--- config.mk ---
export PLATFORM = sky130hd
export DESIGN_NAME = data_mem_ctrl_flat
export DESIGN_NICKNAME = d
export VERILOG_FILES = /design/src/rtl/data_mem_ctrl_if.sv /design/src/rtl/data_mem_ctrl.sv /design/src/flat_wrapper.sv
export SDC_FILE = /design/constraint.sdc
export NUM_CORES = 1
export LEC_CHECK = 0
export ABC_AREA = 0
export ABC_CLOCK_PERIOD_IN_PS = 1800
export CAP_MARGIN = 25
export CORE_ASPECT_RATIO = 0.75
export CORE_MARGIN = 5
export CORE_UTILIZATION = 39
export CTS_BUF_LIST = sky130_fd_sc_hd__clkbuf_16
export DETAILED_ROUTE_END_ITERATION = 10
export PLACE_DENSITY = 0.74
export SYNTH_ARGS = -nofsm -noshare
export SYNTH_HDL_FRONTEND = slang
export SYNTH_SLANG_ARGS = --single-unit
--- constraint.sdc ---
create_clock -name clk -period 1.8 [get_ports clk]
set_input_delay 0.36 -clock clk [delete_from_list [all_inputs] [get_ports clk]]
set_output_delay 0.36 -clock clk [all_outputs]
set_load 0.02 [all_outputs]
--- src/rtl/data_mem_ctrl_if.sv ---
// Word-wide ack-based data bus between the data-memory controller and memory.
// master drives the request side; slave returns ack and read data.
interface data_mem_ctrl_if;
  logic        bus_req;
  logic        bus_we;
  logic [29:0] bus_addr;
  logic [3:0]  bus_be;
  logic [31:0] bus_wdata;
  logic        bus_ack;
  logic [31:0] bus_rdata;

  modport master (
    output bus_req, bus_we, bus_addr, bus_be, bus_wdata,
    input  bus_ack, bus_rdata
  );

  modport slave (
    input  bus_req, bus_we, bus_addr, bus_be, bus_wdata,
    output bus_ack, bus_rdata
  );
endinterface

--- src/rtl/data_mem_ctrl.sv ---
// Data-memory access controller behind the MEM stage: runs one aligned access
// on the ack-based bus, stalls the pipeline meanwhile, returns zero-extended loads.
module data_mem_ctrl #(
  parameter int TIMEOUT = 16,
  parameter int CNT_W   = 5
) (
  input  logic                   clk,
  input  logic                   rst,
  input  logic [31:0]            address,
  input  logic [31:0]            data_write,
  input  logic [1:0]             size,
  input  logic                   mem_read,
  input  logic                   mem_write,
  output logic [31:0]            data_mem,
  output logic                   stall,
  output logic                   misalign,
  output logic                   bus_err,
  data_mem_ctrl_if.master        bus
);
  typedef enum logic [1:0] {IDLE, REQ, DONE} state_t;

  localparam logic [CNT_W-1:0] CNT_LAST = CNT_W'(TIMEOUT == 0 ? 0 : TIMEOUT - 1);

  state_t           state, state_nxt;
  logic [CNT_W-1:0] cnt;
  logic [1:0]       lo_q, size_q;
  logic             req, is_byte, is_half, misaligned, start, timeout_hit;
  logic [3:0]       be;
  logic [31:0]      wdata, rd_sh, rdata_al;

  assign req         = mem_read | mem_write;
  assign is_half     = (size == 2'b01);
  assign is_byte     = (size == 2'b10);
  assign misaligned  = (is_half & address[0]) | (~is_half & ~is_byte & (|address[1:0]));
  assign start       = (state == IDLE) & req & ~misaligned;
  assign misalign    = req & misaligned & (state == IDLE);
  assign stall       = start | (state == REQ);
  assign timeout_hit = (TIMEOUT != 0) && (cnt == CNT_LAST);

  // Lane positioning: replicate narrow store data so every enabled lane sees it.
  always_comb begin
    be    = 4'b1111;
    wdata = data_write;
    if (is_byte) begin
      be    = 4'b0001 << address[1:0];
      wdata = {4{data_write[7:0]}};
    end else if (is_half) begin
      be    = 4'b0011 << {address[1], 1'b0};
      wdata = {2{data_write[15:0]}};
    end
  end

  // Halves are aligned, so lo_q is 0 or 2 and one byte-granular shift serves both sizes.
  always_comb begin
    rd_sh    = bus.bus_rdata >> {lo_q, 3'b000};
    rdata_al = bus.bus_rdata;
    if (size_q == 2'b10)      rdata_al = {24'b0, rd_sh[7:0]};
    else if (size_q == 2'b01) rdata_al = {16'b0, rd_sh[15:0]};
  end

  always_comb begin
    state_nxt = state;
    case (state)
      IDLE:    if (start) state_nxt = REQ;
      REQ:     if (bus.bus_ack || timeout_hit) state_nxt = DONE;
      DONE:    state_nxt = IDLE;
      default: state_nxt = IDLE;
    endcase
  end

  always_ff @(posedge clk) begin
    if (rst) state <= IDLE;
    else     state <= state_nxt;
  end

  always_ff @(posedge clk) begin
    if (rst) begin
      bus.bus_req   <= 1'b0;
      bus.bus_we    <= 1'b0;
      bus.bus_addr  <= '0;
      bus.bus_be    <= '0;
      bus.bus_wdata <= '0;
      data_mem      <= '0;
      bus_err       <= 1'b0;
      cnt           <= '0;
      lo_q          <= '0;
      size_q        <= '0;
    end else begin
      bus_err <= 1'b0;
      case (state)
        IDLE: if (start) begin
          bus.bus_req   <= 1'b1;
          bus.bus_we    <= mem_write;
          bus.bus_addr  <= address[31:2];
          bus.bus_be    <= be;
          bus.bus_wdata <= wdata;
          lo_q          <= address[1:0];
          size_q        <= size;
          cnt           <= '0;
        end
        REQ: begin
          if (bus.bus_ack) begin
            bus.bus_req <= 1'b0;
            if (!bus.bus_we) data_mem <= rdata_al;
          end else if (timeout_hit) begin
            bus.bus_req <= 1'b0;
            bus_err     <= 1'b1;
            data_mem    <= '0;
          end else begin
            cnt <= cnt + 1'b1;
          end
        end
        default: ;
      endcase
    end
  end
endmodule

--- src/flat_wrapper.sv ---
// flat-port wrapper written by rule: the top's interface ports become plain ports
module data_mem_ctrl_flat 
#(
  parameter int TIMEOUT = 16,
  parameter int CNT_W   = 5
)
  (clk, rst, address, data_write, size, mem_read, mem_write, data_mem, stall, misalign, bus_err, bus_bus_req, bus_bus_we, bus_bus_addr, bus_bus_be, bus_bus_wdata, bus_bus_ack, bus_bus_rdata);
  data_mem_ctrl_if bus_i ();
  input  logic clk;
  input  logic rst;
  input  logic [31:0] address;
  input  logic [31:0] data_write;
  input  logic [1:0] size;
  input  logic mem_read;
  input  logic mem_write;
  output logic [31:0] data_mem;
  output logic stall;
  output logic misalign;
  output logic bus_err;
  output wire logic [$bits(bus_i.bus_req)-1:0] bus_bus_req;
  output wire logic [$bits(bus_i.bus_we)-1:0] bus_bus_we;
  output wire logic [$bits(bus_i.bus_addr)-1:0] bus_bus_addr;
  output wire logic [$bits(bus_i.bus_be)-1:0] bus_bus_be;
  output wire logic [$bits(bus_i.bus_wdata)-1:0] bus_bus_wdata;
  input wire logic [$bits(bus_i.bus_ack)-1:0] bus_bus_ack;
  input wire logic [$bits(bus_i.bus_rdata)-1:0] bus_bus_rdata;
  assign bus_bus_req = bus_i.bus_req;
  assign bus_bus_we = bus_i.bus_we;
  assign bus_bus_addr = bus_i.bus_addr;
  assign bus_bus_be = bus_i.bus_be;
  assign bus_bus_wdata = bus_i.bus_wdata;
  assign bus_i.bus_ack = bus_bus_ack;
  assign bus_i.bus_rdata = bus_bus_rdata;
  data_mem_ctrl #(.TIMEOUT(TIMEOUT), .CNT_W(CNT_W)) u_core (.clk(clk), .rst(rst), .address(address), .data_write(data_write), .size(size), .mem_read(mem_read), .mem_write(mem_write), .data_mem(data_mem), .stall(stall), .misalign(misalign), .bus_err(bus_err), .bus(bus_i));
endmodule
==> metrics.cfg, run 1 <==
[route]
final_antenna_net_count=0
wl_per_cell_microns=16.6
viasPerCell=5.10
first_pass_iters=4
remaining_drc_errors=0
vias=4970
drtIter0Drc=315
routed_wl_mm=16.1

[final_layout]
synthToLayoutAreaGrowth_pct=59.5
stdcell_count=974
drive_gt1_share_pct=13.2
final_cell_mix=clkdlybuf4s50_1, nand2_1, dfxtp_1
final_nets=911
final_common_cell=clkdlybuf4s50_1
diodes=0

[setup_path]
r2r-end=u_core.data_mem[6]
cp.required_ps=1440
reg2reg_depth=8
end_kind=output port
critical_path_class=in -> out
startpoint_type=input port
critPathMaxFanout=3
r2r_start=u_core.cnt[0]
rrSetupSlack_ps=100
arrival_ps=1370

[floorplan]
initial_core_util_pct=39.9
die_y_microns=107
die_x_microns=139
rows=35
core_sq_um=12300
ioPinCount=206
fp.dieArea_sq_um=14900

[sta]
period_minus_slack_ps=1730
finalSetupViolations=0
drv_slew=0
hold_viol_final=0
rsz0062_at_grt=false
worst_pin_slew_ps=580
finClkSkew_ps=5.82
fmax_mhz=579
max-slew-margin-rel_pct=61.1
period_share_pct=96.0

[min_path]
min_path_type=in -> reg
hp-start=size[1]
hold-path-endpoint=u_core.size_q[1]
hold_depth=3

[clock_network]
cts_inserted_buffers=9
cts_tree=built
hold_buffers=0
htreeDepth=3
cts-root-buf=clkbuf_16
cts.sink_count=112
clk_latency_ps=350
clk_pin_slew_worst_paths_ps=70
clockBufferDepth=2

[job]
max_cap_viol_count=0

[power_and_ir_drop]
ir_drop_v=0.000569
leakagePower_nw=2.87
power-per-cell-area_nw_per_um2=869
p_total_w=0.00678

[synthesis]
ys_seq_area_share_pct=45.8
syn_nets=691
netlist_instances=583
synthFlopType=dfxtp_1
synth_seq_cells=112
synth_edf_count=0
async_flop_share_pct=0
synth_area_per_cell_sq_um=8.39
yosysUniqueCellTypes=46
yosysWarnings=0
synth_area_sq_um=4890

[global_routing]
grt-busiest-layer=met2
antenna_found_initial=0
grtUsageMet2_pct=35.2
grt_pass1_vias=5019
use_met1_pct=26.3
met3_usage_pct=6.64
grt_overflow_total=0
grt_max_degree=61
grtUsageTotal_pct=21.0
grt_pass1_wl_mm=25.5

[place]
gp_congestion=0.884
hpwl_mm=12.3
dp_cells=957
portBuffers=205

[run_status]
status=finished clean

worst max-delay path, stage by stage:
cell             delay (ps)
clkdlybuf4s50_1         580
o21ai_0                 130
a21oi_2                 160
buf_6                   140
final cells by class:
| cell class | instances | area [sq um] |
|---|---|---|
| repair buffers | 256 | 2520 |
| multi-input cells | 416 | 2480 |
| clock buffers | 9 | 225 |
| well taps | 166 | 208 |
| flip-flops and latches | 112 | 2240 |
| fillers | 1056 | 4460 |
| clock inverters | 7 | 103 |
| inverters | 8 | 30.0 |
metrics by stage:
step / util (%) / hold slack [ps] / worst slack (ps) / setup TNS (ps) / cell area (sq um)
floorplan: - / 461 / 31.1 / 0 / 4900
global placement: 60.1 / 441 / -807 / -50590 / 7370
detailed placement: 60.1 / 445 / -822 / -54250 / 7370
CTS: 63.1 / 337 / -22.1 / -22.1 / 7740
global route: 63.6 / 320 / 11.6 / 0 / 7800
finish: 63.6 / 315 / 71.5 / 0 / 7800
flip-flops by register name, indices dropped and copies added, names as in the netlist:
signal and cells:
u_core.bus.bus_addr 30, u_core.bus.bus_wdata 32, u_core.bus.bus_we 1, u_core.cnt 5, u_core.bus.bus_req 1, u_core.state 2
u_core.bus.bus_be 4, u_core.size_q 2, u_core.lo_q 2, u_core.bus_err 1, u_core.data_mem 32
cell families after synthesis:
family / after synthesis / share of synthesized area [%]
compound gates: 175 / 24.5
xor+xnor: 3 / 0.537
fa+ha+maj: 5 / 1.28
buf+inv: 55 / 5.86
flops: 112 / 45.8
mux: 17 / 3.53
simple gates: 216 / 18.5
metal layers:
layer	up-vias	wire (microns)
met1	2334	7090
met5	-	0
met3	18	1150
li1	2470	-
met4	0	248
met2	148	7660
cell usage after synthesis (2+ instances only):
cell type  count  share of area, %
xor2_1         2              0.36
buf_6          7               1.6
or3_1          3              0.38
buf_2         13               1.3
o21ai_0       23               2.4
nand3_1        2              0.20
and2_1         2              0.26
clkbuf_1      24               1.8
o221ai_1       2              0.36
buf_4          3              0.46
nor2_1        47               3.6
a2bb2oi_1      6               1.1
inv_1          6              0.46
mux2i_1       15               3.1
dfxtp_1      112                46
ha_1           5               1.3
nor3_1         7              0.72
nor2b_1        3              0.38
o2bb2ai_1      6               1.1
nand2b_1       6              0.77
mux2_2         2              0.46
a211o_1        8               1.4
a21oi_1       79               8.1
a22oi_1       26               4.0
nand2_1      138                11
clkinv_1       2              0.15
a311oi_2      14               4.3
a32oi_1        2              0.36
power breakdown:
group | internal, W | switching (W) | leakage [nW]
combinational | 0.000882 | 0.000928 | 1.79
sequential | 0.00266 | 0.000109 | 0.916
clock | 0.00124 | 0.000959 | 0.162
how the worst max path moves through the flow:
stage                              end  slack (ps)  cells after the start     startpoint
floorplan                u_core.cnt[4]          30                      6  u_core.cnt[0]
global placement              misalign        -810                      7        size[0]
detailed placement            misalign        -820                      7        size[0]
CTS                           misalign         -20                      7        size[0]
global route        u_core.data_mem[6]          10                      8  u_core.cnt[0]
finish                        misalign          70                      4       mem_read
timing repair:
item | 4_1_cts | 5_1_grt
cloned | 0 | 0
resized for setup | 22 | 19
setup buffers | 0 | 1
pin swaps | 4 | 4
endpoints found under the hold margin | 0 | 0
endpoints found under the setup margin | 86 | 89
Note: power is estimated with default switching activity, not from simulation.
==> inputs of run 2 (changes only) <==
CELL_PAD_IN_SITES_DETAIL_PLACEMENT = 1   (was not set)
CELL_PAD_IN_SITES_GLOBAL_PLACEMENT = 1   (was not set)
CORE_UTILIZATION = 27   (was 39)
PLACE_DENSITY = 0.72   (was 0.74)
==> metrics.cfg, run 2 (synthesis results as in run 1) <==
[run_status]
status=finished clean

[route]
routed_wl_mm=19.7  ; +22%
drtIter0Drc=284  ; -9.8%
final_antenna_net_count=0  ; unchanged
vias=5119  ; +3.0%
first_pass_iters=4  ; unchanged
viasPerCell=4.87  ; -4.6%
wl_per_cell_microns=18.7  ; +13%
remaining_drc_errors=0  ; unchanged

[place]
gp_congestion=0.876  ; -0.84%
place_ws_ps=-947  ; -124 ps
hpwl_mm=15.0  ; +22%
portBuffers=205  ; unchanged

[sta]
worst_pin_slew_ps=727  ; +147 ps
period_share_pct=98.2  ; +2.2 points
finalSetupViolations=0  ; unchanged
hold_viol_final=0  ; unchanged
finClkSkew_ps=7.19  ; +1.37 ps
drv_slew=0  ; unchanged
fin_tns_setup_ps=0  ; unchanged
rsz0062_at_grt=true
fin_ws_ps=32.3  ; -39.2 ps
max-slew-margin-rel_pct=51.2  ; -9.9 points
fmax_mhz=566  ; -2.2%
period_minus_slack_ps=1770  ; +39.2 ps

[setup_path]
cp.required_ps=2080  ; +640 ps
r2r_start=u_core.cnt[1]
arrival_ps=2040  ; +670 ps
startpoint_type=flop
end_kind=flop
critical_path_class=reg -> reg
reg2reg_depth=8  ; unchanged
rrSetupSlack_ps=30  ; -70 ps
critPathMaxFanout=4  ; +1
r2r-end=u_core.cnt[3]

[min_path]
hold-path-endpoint=u_core.data_mem[11]
hp-start=rst
hold_depth=2  ; -1
min_path_type=in -> reg

[floorplan]
ioPinCount=206  ; unchanged
core_sq_um=17700  ; +44%
fp.dieArea_sq_um=20900  ; +40%
die_x_microns=165  ; +19%
rows=42  ; +20%
die_y_microns=127  ; +18%
initial_core_util_pct=27.6  ; -12 points

[global_routing]
grt_pass1_wl_mm=30.0  ; +18%
grt_max_degree=52  ; -15%
grt_overflow_total=0  ; unchanged
antenna_found_initial=0  ; unchanged
grtUsageTotal_pct=18.1  ; -2.8 points
grt_pass1_vias=5386  ; +7.3%

[power_and_ir_drop]
leakagePower_nw=2.90  ; +1.1%
ir_drop_v=0.000446  ; -22%
power-per-cell-area_nw_per_um2=852  ; -2.0%

[clock_network]
cts.sink_count=112  ; unchanged
htreeDepth=3  ; unchanged
cts-root-buf=clkbuf_16
cts_inserted_buffers=9  ; unchanged
clockBufferDepth=2  ; unchanged
hold_buffers=0  ; unchanged
cts_tree=built
clk_latency_ps=350  ; about the same
clk_pin_slew_worst_paths_ps=80  ; about the same

[final_layout]
multiInputGateArea_sq_um=2490  ; +0.51%
synthToLayoutAreaGrowth_pct=62.4
seq_area_sq_um=2240  ; about the same
drive_gt1_share_pct=13.5  ; +0.21 points
diodes=0  ; unchanged
fill_cells=2049  ; +94%
reg_top3=u_core.bus.bus_wdata (32), u_core.data_mem (32), u_core.bus.bus_addr (30)
final_common_cell=clkdlybuf4s50_1
final_cell_mix=clkdlybuf4s50_1, nand2_1, dfxtp_1
final_nets=913  ; +0.22%

[job]
max_cap_viol_count=0  ; unchanged

-- run 2: layer usage --
| layer | up-vias | wire, microns | GRT usage (%) |
|---|---|---|---|
| li1 | 2470 | - | - |
| met1 | 2483 | 8810 | 24.3 |
| met2 | 146 | 9000 | 28.1 |
| met3 | 20 | 1570 | 6.32 |
| met4 | 0 | 283 | 4.36 |
| met5 | - | 0 | 0 |
-- run 2: stage by stage --
stage          std cells  util (%)  hold slack [ps]  power, W  instance area, sq um
2_1_floorplan        583         -              461   0.00372                  4900
3_3_place_gp        1030      42.1              440   0.00462                  7460
3_5_place_dp        1030      42.1              450   0.00469                  7460
4_1_cts             1048      44.4              336   0.00684                  7870
5_1_grt             1052      44.9              339   0.00713                  7940
6_report            1052      44.9              349   0.00677                  7940
-- run 2: critical path, cell delays in order, from the launching register on --
cell	delay [ps]
dfxtp_2	340
ha_4	160
and3_4	190
ha_4	170
nor4b_4	260
buf_4	160
nand4_1	120
xor2_1	170
nor3_1	120
-- run 2: layout make-up --
| class | count | area share, % |
|---|---|---|
| Timing Repair Buffer | 258 | 32.4 |
| Multi-Input combinational cell | 416 | 31.3 |
| Sequential cell | 112 | 28.3 |
| Tap cell | 242 | 3.81 |
| Clock buffer | 9 | 2.84 |
| Clock inverter | 7 | 0.992 |
| Inverter | 8 | 0.378 |
-- run 2: how the worst max path moves through the flow --
stage	from	cells after the start	to
CTS	u_core.cnt[0]	8	u_core.cnt[3]
global route	u_core.cnt[1]	8	u_core.cnt[3]
finish	u_core.cnt[1]	8	u_core.cnt[3]
detailed placement	size[0]	9	u_core.bus.bus_addr[1]
global placement	size[0]	7	stall
floorplan	u_core.cnt[0]	6	u_core.cnt[4]
-- run 2: what timing repair did --
action,CTS,global route
gates cloned,0,1
pin swaps,7,8
buffers inserted,2,3
resized for setup,34,11
setup endpoints to repair,103,48
-- run 2: power breakdown --
part           internal (W)  total (W)  switching (W)
combinational      0.000918    0.00191       0.000991
sequential          0.00266    0.00278       0.000116
clock               0.00110    0.00208       0.000983
